## config.mk

```make
export PLATFORM = sky130hd
export DESIGN_NAME = spi_master_frame
export DESIGN_NICKNAME = d
export VERILOG_FILES = /design/src/rtl/spi_master_frame.sv
export SDC_FILE = /design/constraint.sdc
export NUM_CORES = 1
export LEC_CHECK = 0
export BUFFER_PORTS_ARGS = -buffer_cell sky130_fd_sc_hd__buf_2
export CAP_MARGIN = 20
export CORE_MARGIN = 1
export CORE_UTILIZATION = 46
export CTS_CLUSTER_DIAMETER = 150
export CTS_CLUSTER_SIZE = 8
export DETAILED_ROUTE_END_ITERATION = 10
export PLACE_DENSITY = 0.67
export RECOVER_POWER = 25
export SLEW_MARGIN = 20
export SYNTH_ARGS = -nofsm -noshare
export SYNTH_HDL_FRONTEND = slang
export SYNTH_SLANG_ARGS = --single-unit
```

## constraint.sdc

```tcl
create_clock -name clk -period 2.91 [get_ports clk]
set_input_delay 0.873 -clock clk [delete_from_list [all_inputs] [get_ports clk]]
set_output_delay 0.873 -clock clk [all_outputs]
set_load 0.01 [all_outputs]
```

## src/rtl/spi_master_frame.sv

```systemverilog
// -----------------------------------------------------------------------------
// spi_master_frame
//
// Single-clock SPI mode-0 master. One start request shifts a width-bit frame
// out on mosi while capturing width bits from miso, framed by an active-low
// chip select. sclk idles low; miso is sampled on rising sclk and mosi
// changes on falling sclk.
//
// Build option:
//   SPI_MASTER_LSB_FIRST_EN  defined   -> txData[0] goes out first, the first
//                                         received bit lands in rxData[0].
//                            undefined -> MSB first (default).
//   Timing is identical in both builds.
//
// Parameters:
//   width       frame length in bits (>= 2)
//   halfPeriod  sclk half period in clk cycles (>= 1)
//
// Ports:
//   clk        in   system clock, rising edge
//   reset      in   asynchronous, active-high reset
//   start      in   frame request
//   txData     in   frame to send, captured when start is accepted
//   busy       out  high whenever the controller is not idle
//   done       out  one-cycle pulse when rxData is updated
//   rxData     out  last received frame, held until the next done
//   sclk       out  SPI clock, idles low
//   cs         out  chip select, active low, idles high
//   mosi       out  serial data out
//   miso       in   serial data in, already synchronous to clk
//   dbg_state  out  current controller state (state_t encoding)
//
// Handshake: start is accepted on a rising clk edge where busy is low; the
// same edge captures txData. start seen while busy is high is dropped (no
// queueing). done pulses high for exactly one cycle at the edge that updates
// rxData and drops busy, so a start held high during that done cycle is
// accepted and launches the next frame with cs high for a single cycle.
//
// All outputs come straight from flops; nothing combinational reaches an
// output from an input.
// -----------------------------------------------------------------------------
module spi_master_frame #(
  parameter int width      = 8,
  parameter int halfPeriod = 2
) (
  input  logic             clk,
  input  logic             reset,
  input  logic             start,
  input  logic [width-1:0] txData,
  output logic             busy,
  output logic             done,
  output logic [width-1:0] rxData,
  output logic             sclk,
  output logic             cs,
  output logic             mosi,
  input  logic             miso,
  output logic [2:0]       dbg_state
);

  typedef enum logic [2:0] {
    S_IDLE  = 3'd0,
    S_SETUP = 3'd1,
    S_HIGH  = 3'd2,
    S_LOW   = 3'd3,
    S_HOLD  = 3'd4
  } state_t;

  // A one-bit timer is kept even for halfPeriod == 1 so the vector is legal;
  // in that case it simply stays at zero and expires every cycle.
  localparam int TW = (halfPeriod > 1) ? $clog2(halfPeriod) : 1;
  localparam int CW = $clog2(width + 1);

  localparam logic [TW-1:0] T_LAST = TW'(halfPeriod - 1);
  localparam logic [CW-1:0] C_LAST = CW'(width - 1);

  state_t              state_q,    state_d;
  logic [TW-1:0]       timer_q,    timer_d;
  logic [CW-1:0]       bit_cnt_q,  bit_cnt_d;
  logic [width-1:0]    tx_shift_q, tx_shift_d;
  logic [width-1:0]    rx_shift_q, rx_shift_d;
  logic [width-1:0]    rx_data_q,  rx_data_d;
  logic                busy_q,     busy_d;
  logic                done_q,     done_d;
  logic                sclk_q,     sclk_d;
  logic                cs_q,       cs_d;
  logic                mosi_q,     mosi_d;

  logic                timer_expired;

  // Bit-order dependent helpers. tx_next_shift/tx_next_bit describe the tx
  // register after one falling-edge shift and the bit that then appears on
  // mosi; rx_next_shift is the rx register after capturing miso.
  logic                tx_first_bit;
  logic [width-1:0]    tx_next_shift;
  logic                tx_next_bit;
  logic [width-1:0]    rx_next_shift;

`ifdef SPI_MASTER_LSB_FIRST_EN
  always_comb begin
    tx_first_bit  = txData[0];
    tx_next_shift = {1'b0, tx_shift_q[width-1:1]};
    tx_next_bit   = tx_shift_q[1];
    rx_next_shift = {miso, rx_shift_q[width-1:1]};
  end
`else
  always_comb begin
    tx_first_bit  = txData[width-1];
    tx_next_shift = {tx_shift_q[width-2:0], 1'b0};
    tx_next_bit   = tx_shift_q[width-2];
    rx_next_shift = {rx_shift_q[width-2:0], miso};
  end
`endif

  assign timer_expired = (timer_q == T_LAST);

  // Next-state and output logic.
  always_comb begin
    state_d    = state_q;
    timer_d    = timer_q;
    bit_cnt_d  = bit_cnt_q;
    tx_shift_d = tx_shift_q;
    rx_shift_d = rx_shift_q;
    rx_data_d  = rx_data_q;
    sclk_d     = sclk_q;
    cs_d       = cs_q;
    mosi_d     = mosi_q;
    // done is a pulse: it falls back to zero unless HOLD expires this cycle.
    done_d     = 1'b0;

    // The half-period timer runs in every non-idle state and wraps on expiry,
    // so each state lasts exactly halfPeriod cycles.
    if (state_q == S_IDLE) begin
      timer_d = '0;
    end else if (timer_expired) begin
      timer_d = '0;
    end else begin
      timer_d = timer_q + 1'b1;
    end

    case (state_q)
      S_IDLE: begin
        if (start) begin
          tx_shift_d = txData;
          cs_d       = 1'b0;
          mosi_d     = tx_first_bit;
          bit_cnt_d  = '0;
          state_d    = S_SETUP;
        end
      end

      S_SETUP: begin
        if (timer_expired) begin
          sclk_d     = 1'b1;
          rx_shift_d = rx_next_shift;
          state_d    = S_HIGH;
        end
      end

      S_HIGH: begin
        if (timer_expired) begin
          sclk_d    = 1'b0;
          bit_cnt_d = bit_cnt_q + 1'b1;
          // Comparing the pre-increment count against width-1 is the same
          // as the incremented count reaching width.
          if (bit_cnt_q == C_LAST) begin
            state_d = S_HOLD;
          end else begin
            tx_shift_d = tx_next_shift;
            mosi_d     = tx_next_bit;
            state_d    = S_LOW;
          end
        end
      end

      S_LOW: begin
        if (timer_expired) begin
          sclk_d     = 1'b1;
          rx_shift_d = rx_next_shift;
          state_d    = S_HIGH;
        end
      end

      S_HOLD: begin
        if (timer_expired) begin
          cs_d      = 1'b1;
          mosi_d    = 1'b0;
          rx_data_d = rx_shift_q;
          done_d    = 1'b1;
          state_d   = S_IDLE;
        end
      end

      default: begin
        state_d = S_IDLE;
      end
    endcase

    // busy is registered from the next state so it rises with cs and falls
    // on the same edge as done.
    busy_d = (state_d != S_IDLE);
  end

  // State and datapath registers. Reset is asynchronous so cs rises and the
  // partial frame is dropped without waiting for a clock edge.
  always_ff @(posedge clk or posedge reset) begin
    if (reset) begin
      state_q    <= S_IDLE;
      timer_q    <= '0;
      bit_cnt_q  <= '0;
      tx_shift_q <= '0;
      rx_shift_q <= '0;
      rx_data_q  <= '0;
      busy_q     <= 1'b0;
      done_q     <= 1'b0;
      sclk_q     <= 1'b0;
      cs_q       <= 1'b1;
      mosi_q     <= 1'b0;
    end else begin
      state_q    <= state_d;
      timer_q    <= timer_d;
      bit_cnt_q  <= bit_cnt_d;
      tx_shift_q <= tx_shift_d;
      rx_shift_q <= rx_shift_d;
      rx_data_q  <= rx_data_d;
      busy_q     <= busy_d;
      done_q     <= done_d;
      sclk_q     <= sclk_d;
      cs_q       <= cs_d;
      mosi_q     <= mosi_d;
    end
  end

  assign busy      = busy_q;
  assign done      = done_q;
  assign rxData    = rx_data_q;
  assign sclk      = sclk_q;
  assign cs        = cs_q;
  assign mosi      = mosi_q;
  assign dbg_state = state_q;

endmodule
```

==> results.py, run 1 <==
metrics = {
    "power": {
        "power_switching_uw": 625,
        "internal_power_uw": 1170,
        "peakVddDrop_mv": 0.407,
        "seqPwrFrac_pct": 48.3,
        "power_frac_comb_pct": 37.9,
        "finalPower_uw": 1790,
        "clkPwrFrac_pct": 13.8,
        "p_leak_uw": 0.000894,
        "p_sw_share_pct": 34.8,
        "power_density_mw_per_mm2": 952,
    },
    "final_layout": {
        "diodes": 0,
        "nets": 170,
        "fill_cells": 304,
        "synthToLayoutAreaGrowth_pct": 13.2,
        "drive_gt1_share_pct": 44.3,
        "stdcell_count": 204,
    },
    "yosys": {
        "syn_nets": 141,
        "synth_area_per_cell_um2": 13.0,
        "netlist_area_mm2": 0.00166,
        "ys_types": 35,
        "ys_warn_count": 0,
        "yosys-top-cells-area": "dfrtp_1, mux2_2, mux2i_1, a2111oi_4, dfstp_2",
        "synth-seq-area-share_pct": 54.2,
        "postSynthCellCount": 128,
        "synth_area_leader_cell": "dfrtp_1",
        "ys_ff_latch": 36,
        "yosysTopAreaCellShare_pct": 52.6,
    },
    "critical_path": {
        "cpPeakStageDelay_ns": 0.75,
        "critPathArrivalTime_ns": 1.32,
        "endpoint_kind": "output pin",
        "critPathKind": "flip-flop to output pin",
        "r2r.worst_path.cells": 3,
        "r2r-start": "dbg_state[1]$_DFF_PP0_",
        "cp_data_required_time_ns": 2.04,
        "rrSetupSlack_ns": 0.92,
        "critPathMaxFanout": 19,
        "crit_chain": "buf_2",
        "slowest_stage": "dfrtp_1",
        "cp_num_buf_inv": 1,
        "crit_end": "dbg_state[2]",
        "start_kind": "flip-flop",
        "critPathLaunch": "dbg_state[2]$_DFF_PP0_",
        "path_depth": 1,
        "cp_top_family": "flip-flops",
        "r2r_end": "tx_shift_q[4]$_DFFE_PP0P_",
    },
    "sta": {
        "fin_crit_sh_pct": 75.4,
        "setup_viol": 0,
        "tightest_slew_ns": 0.812,
        "maxSlewHeadroom_pct": 45.1,
        "fmax_mhz": 456,
        "fin_tns_setup_ns": 0,
        "whs_ns": 0.485,
        "final_max_slew_viol_count": 0,
        "rsz0062_at_grt": "no",
        "finalClockSkew_ns": 0.0145,
        "min_period_ns": 2.19,
        "timing.final.ws_setup_ns": 0.716,
        "finalHoldViolations": 0,
    },
    "place": {
        "port_buffers": 27,
        "place_hpwl_um": 2080,
        "dp_cells": 196,
        "dp_slack_ns": 0.759,
        "gp_congestion": 0.735,
    },
    "floorplan": {
        "ios": 28,
        "placementRows": 21,
        "chipHeight_um": 62.1,
        "core_mm2": 0.00339,
        "die-area_mm2": 0.00386,
        "start_util_pct": 49.1,
        "die_w_um": 62.1,
    },
    "clocking": {
        "cts_setup_buffers": 0,
        "clock_sinks": 36,
        "root_buffer": "clkbuf_4",
        "clkSlewWorstSetupHoldPaths_ns": 0.09,
        "cts_tree": "built",
        "cts_buffer_depth": 2,
        "cts_resized": 0,
        "cts_inserted_buffers": 5,
        "htreeDepth": 2,
        "holdBufCountCts": 0,
        "insertion_delay_ns": 0.34,
    },
    "run": {
        "max_cap_viol_count": 0,
    },
    "detailed_routing": {
        "vias": 1072,
        "routed_wl_um": 2940,
        "viasPerCell": 5.25,
        "first_pass_iters": 3,
        "drc": 0,
        "drt_iter0_markers": 64,
        "ant_nets": 0,
        "wire_per_inst_um": 14.4,
    },
    "global_routing": {
        "grt_pass1_vias": 1088,
        "antenna_found_initial": 0,
        "grt_first_pass_wirelength_um": 4970,
        "grt_usage_pct": 17.0,
        "grt.overflow.total": 0,
        "grt_max_degree": 37,
    },
    "min_path": {
        "hp-class": "flip-flop to flip-flop",
    },
    "run_status": {
        "outcome": "completed",
    },
}
cell usage in the layout (no fill, tap or decap), drive strengths merged:
cell type,n
dfrtp,35
mux2,29
buf,29
clkbuf,8
nor2,6
inv,6
nand2,5
o21ai,5
mux2i,4
a21oi,3
nand3,2
nand3b,2
o22ai,2
nor3,2
nor4bb,2
or2,2
nor3b,1
and3b,1
nand4bb,1
or4b,1
or3,1
nor4b,1
nand2b,1
o22a,1
a221oi,1
a2111oi,1
o2bb2ai,1
o21bai,1
and3,1
a211o,1
ha,1
dfstp,1
kinds of logic after synthesis:
group / count (synthesis) / synth area share, %
buffers and inverters: 13 / 3.98
adder cells (fa/ha/maj): 1 / 0.752
flip-flops: 36 / 54.2
AO/OA/AOI/OAI: 16 / 8.05
AND/OR/NAND/NOR: 29 / 11.0
multiplexers: 33 / 22.0
flip-flops by register name (all words and copies together) (netlist names):
register / count
rxData: 8
rx_shift_q: 8
tx_shift_q: 7
bit_cnt_q: 4
dbg_state: 3
busy: 1
cs: 1
done: 1
mosi: 1
sclk: 1
timer_expired: 1
synth_stat cells:
cell type and instances:
dfrtp_1 35, mux2_2 29, inv_1 6, nor2_1 6, buf_2 5, nand2_1 5, mux2i_1 4, o21ai_0 4
a21oi_1 3, nand3_1 2, nand3b_1 2, nor3_1 2, nor4bb_1 2, o22ai_1 2, a2111oi_4 1, a211o_1 1
a221oi_1 1, and3_1 1, and3b_1 1, buf_4 1, buf_6 1, dfstp_2 1, ha_1 1, nand2b_1 1
nand4bb_1 1, nor3b_2 1, nor4b_1 1, o21ai_4 1, o21bai_1 1, o22a_1 1, o2bb2ai_1 1, or2_1 1
or2_2 1, or3_1 1, or4b_4 1
final cells by class:
type / count / area (um^2) / share of cell area (%)
repair buffers: 29 / 150 / 7.97
well taps: 46 / 57.6 / 3.06
clock buffers: 8 / 48.8 / 2.59
flip-flops and latches: 36 / 902 / 47.9
multi-input cells: 79 / 702 / 37.3
inverters: 6 / 22.5 / 1.20
stage by stage:
stage	util, %	cell area (um^2)
3_5_place_dp	54.1	1830
5_1_grt	55.6	1880
3_3_place_gp	54.1	1830
2_1_floorplan	-	1660
6_report	55.6	1880
4_1_cts	55.6	1880
metal layers:
layer / part of all wire, % / track usage (%) / vias to the layer above
met5: 0 / 0 / -
met2: 50 / 27.7 / 20
met4: 1.9 / 8.72 / 0
met1: 45 / 20.1 / 535
met3: 3.9 / 5.33 / 5
li1: - / - / 512
how the worst min path moves through the flow:
stage                         startpoint                   endpoint  slack (ns)  cells past startpoint
2_1_floorplan  tx_shift_q[6]$_DFFE_PP0P_  tx_shift_q[6]$_DFFE_PP0P_        0.47                      1
3_3_place_gp            sclk$_DFFE_PP0P_           sclk$_DFFE_PP0P_        0.46                      2
3_5_place_dp            sclk$_DFFE_PP0P_           sclk$_DFFE_PP0P_        0.47                      2
4_1_cts                 sclk$_DFFE_PP0P_           sclk$_DFFE_PP0P_        0.49                      2
5_1_grt                 sclk$_DFFE_PP0P_           sclk$_DFFE_PP0P_        0.52                      2
6_report                sclk$_DFFE_PP0P_           sclk$_DFFE_PP0P_        0.49                      2
power groups by stage:
stage / Combinational (uW) / Sequential [uW] / Clock, uW
finish: 680 / 866 / 247
global placement: 656 / 858 / 0
global route: 744 / 893 / 287
CTS: 689 / 864 / 266
floorplan: 601 / 799 / 0
detailed placement: 690 / 873 / 0
Note: power is estimated with default switching activity, not from simulation.
==> run 2: changes to the inputs <==
Clock period 2.91 ns to 2.3 ns, I/O delays scaled along.
==> results.py, run 2 (synthesis results as in run 1) <==
metrics = {
    "sta": {
        "fmax_mhz": 513,
        "tightest_slew_ns": 0.871,
        "finalHoldViolations": 0,
        "rsz0062_at_grt": "no",
        "timing.final.ws_setup_ns": 0.352,
        "finalClockSkew_ns": 0.00729,
        "fin_tns_setup_ns": 0,
        "maxSlewHeadroom_pct": 41.9,
        "fin_crit_sh_pct": 84.7,
        "min_period_ns": 1.95,
        "final_max_slew_viol_count": 0,
        "setup_viol": 0,
    },
    "floorplan": {
        "die-area_mm2": 0.00386,
        "placementRows": 21,
        "core_mm2": 0.00339,
        "die_w_um": 62.1,
        "start_util_pct": 49.1,
        "ios": 28,
        "chipHeight_um": 62.1,
    },
    "detailed_routing": {
        "drc": 0,
        "drt_iter0_markers": 66,
        "vias": 1106,
        "ant_nets": 0,
        "wire_per_inst_um": 14.2,
        "routed_wl_um": 2950,
        "viasPerCell": 5.34,
        "first_pass_iters": 4,
    },
    "final_layout": {
        "diodes": 0,
        "synthToLayoutAreaGrowth_pct": 14.8,
        "final_common_cell": "dfrtp_1",
        "drive_gt1_share_pct": 47.2,
        "nets": 173,
        "final_cell_mix": "dfrtp_1, mux2_2, buf_2",
    },
    "critical_path": {
        "cp_top_family": "flip-flops",
        "critPathArrivalTime_ns": 1.26,
        "cpPeakStageDelay_ns": 0.69,
        "cp_data_required_time_ns": 1.61,
        "path_depth": 1,
        "cp_num_buf_inv": 1,
        "r2r-start": "dbg_state[0]$_DFF_PP0_",
        "critPathKind": "flip-flop to output pin",
        "slowest_stage": "dfrtp_1",
        "rrSetupSlack_ns": 0.38,
        "r2r_end": "tx_shift_q[1]$_DFFE_PP0P_",
        "r2r.worst_path.cells": 3,
        "start_kind": "flip-flop",
        "critPathMaxFanout": 15,
        "crit_chain": "buf_2",
        "endpoint_kind": "output pin",
    },
    "min_path": {
        "whs_path_depth": 2,
        "hp-class": "flip-flop to flip-flop",
        "hold_start": "sclk$_DFFE_PP0P_",
        "hold_end": "sclk$_DFFE_PP0P_",
    },
    "clocking": {
        "clock_sinks": 36,
        "htreeDepth": 2,
        "cts_setup_buffers": 0,
        "root_buffer": "clkbuf_4",
        "cts_buffer_depth": 2,
        "holdBufCountCts": 0,
        "insertion_delay_ns": 0.35,
        "cts_inserted_buffers": 5,
        "clkSlewWorstSetupHoldPaths_ns": 0.11,
        "cts_tree": "built",
        "cts_resized": 0,
    },
    "place": {
        "gp_congestion": 0.759,
        "port_buffers": 27,
        "place_hpwl_um": 2150,
        "dp_slack_ns": 0.329,
    },
    "global_routing": {
        "grt_usage_pct": 17.1,
        "antenna_found_initial": 0,
        "grt_first_pass_wirelength_um": 5060,
        "grt_max_degree": 37,
        "grt.overflow.total": 0,
        "grt_pass1_vias": 1103,
    },
    "run": {
        "max_cap_viol_count": 0,
    },
    "run_status": {
        "outcome": "completed",
    },
    "power": {
        "peakVddDrop_mv": 0.517,
        "p_leak_uw": 0.000917,
        "power_density_mw_per_mm2": 1200,
    },
}
[run 2: worst reg2reg max path, cell delays in order (launching register included)]
cell	delay (ns)
dfrtp_1	0.58
nor3b_2	0.57
mux2_2	0.40
mux2_2	0.27
[run 2: layout make-up]
| type | instances | area [um^2] |
|---|---|---|
| fillers | 299 | 1480 |
| clock inverters | 3 | 18.8 |
| flip-flops and latches | 36 | 902 |
| well taps | 46 | 57.6 |
| repair buffers | 32 | 170 |
| clock buffers | 5 | 37.5 |
| inverters | 6 | 22.5 |
| multi-input cells | 79 | 702 |
[run 2: routing by layer]
layer	part of all wire, %	GRT usage [%]
met5	0	0
met4	2.1	8.72
met3	3.5	4.04
met2	49	26.4
met1	46	22.4
[run 2: worst max path at each step]
stage | from | slack [ns] | endpoint
after detailed placement | start | 0.33 | tx_shift_q[1]$_DFFE_PP0P_
final | dbg_state[0]$_DFF_PP0_ | 0.35 | dbg_state[0]
after global placement | start | 0.37 | tx_shift_q[4]$_DFFE_PP0P_
after CTS | dbg_state[0]$_DFF_PP0_ | 0.33 | dbg_state[0]
after floorplan | start | 0.54 | tx_shift_q[1]$_DFFE_PP0P_
after global routing | dbg_state[0]$_DFF_PP0_ | 0.28 | dbg_state[0]
[run 2: report_power, final]
| part | switching, uW | total (uW) | internal [uW] |
|---|---|---|---|
| logic | 397 | 900 | 503 |
| clock network | 217 | 335 | 117 |
| registers | 199 | 1060 | 866 |
[run 2: through the flow]
stage / cells / cell area [um^2] / hold WS [ns] / util, % / total power, uW
2_1_floorplan: 128 / 1660 / 0.471 / - / 1770
3_5_place_dp: 199 / 1860 / 0.474 / 54.8 / 1990
3_3_place_gp: 199 / 1860 / 0.462 / 54.8 / 1930
6_report: 207 / 1910 / 0.495 / 56.4 / 2300
5_1_grt: 207 / 1910 / 0.526 / 56.4 / 2460
4_1_cts: 207 / 1910 / 0.434 / 56.4 / 2330
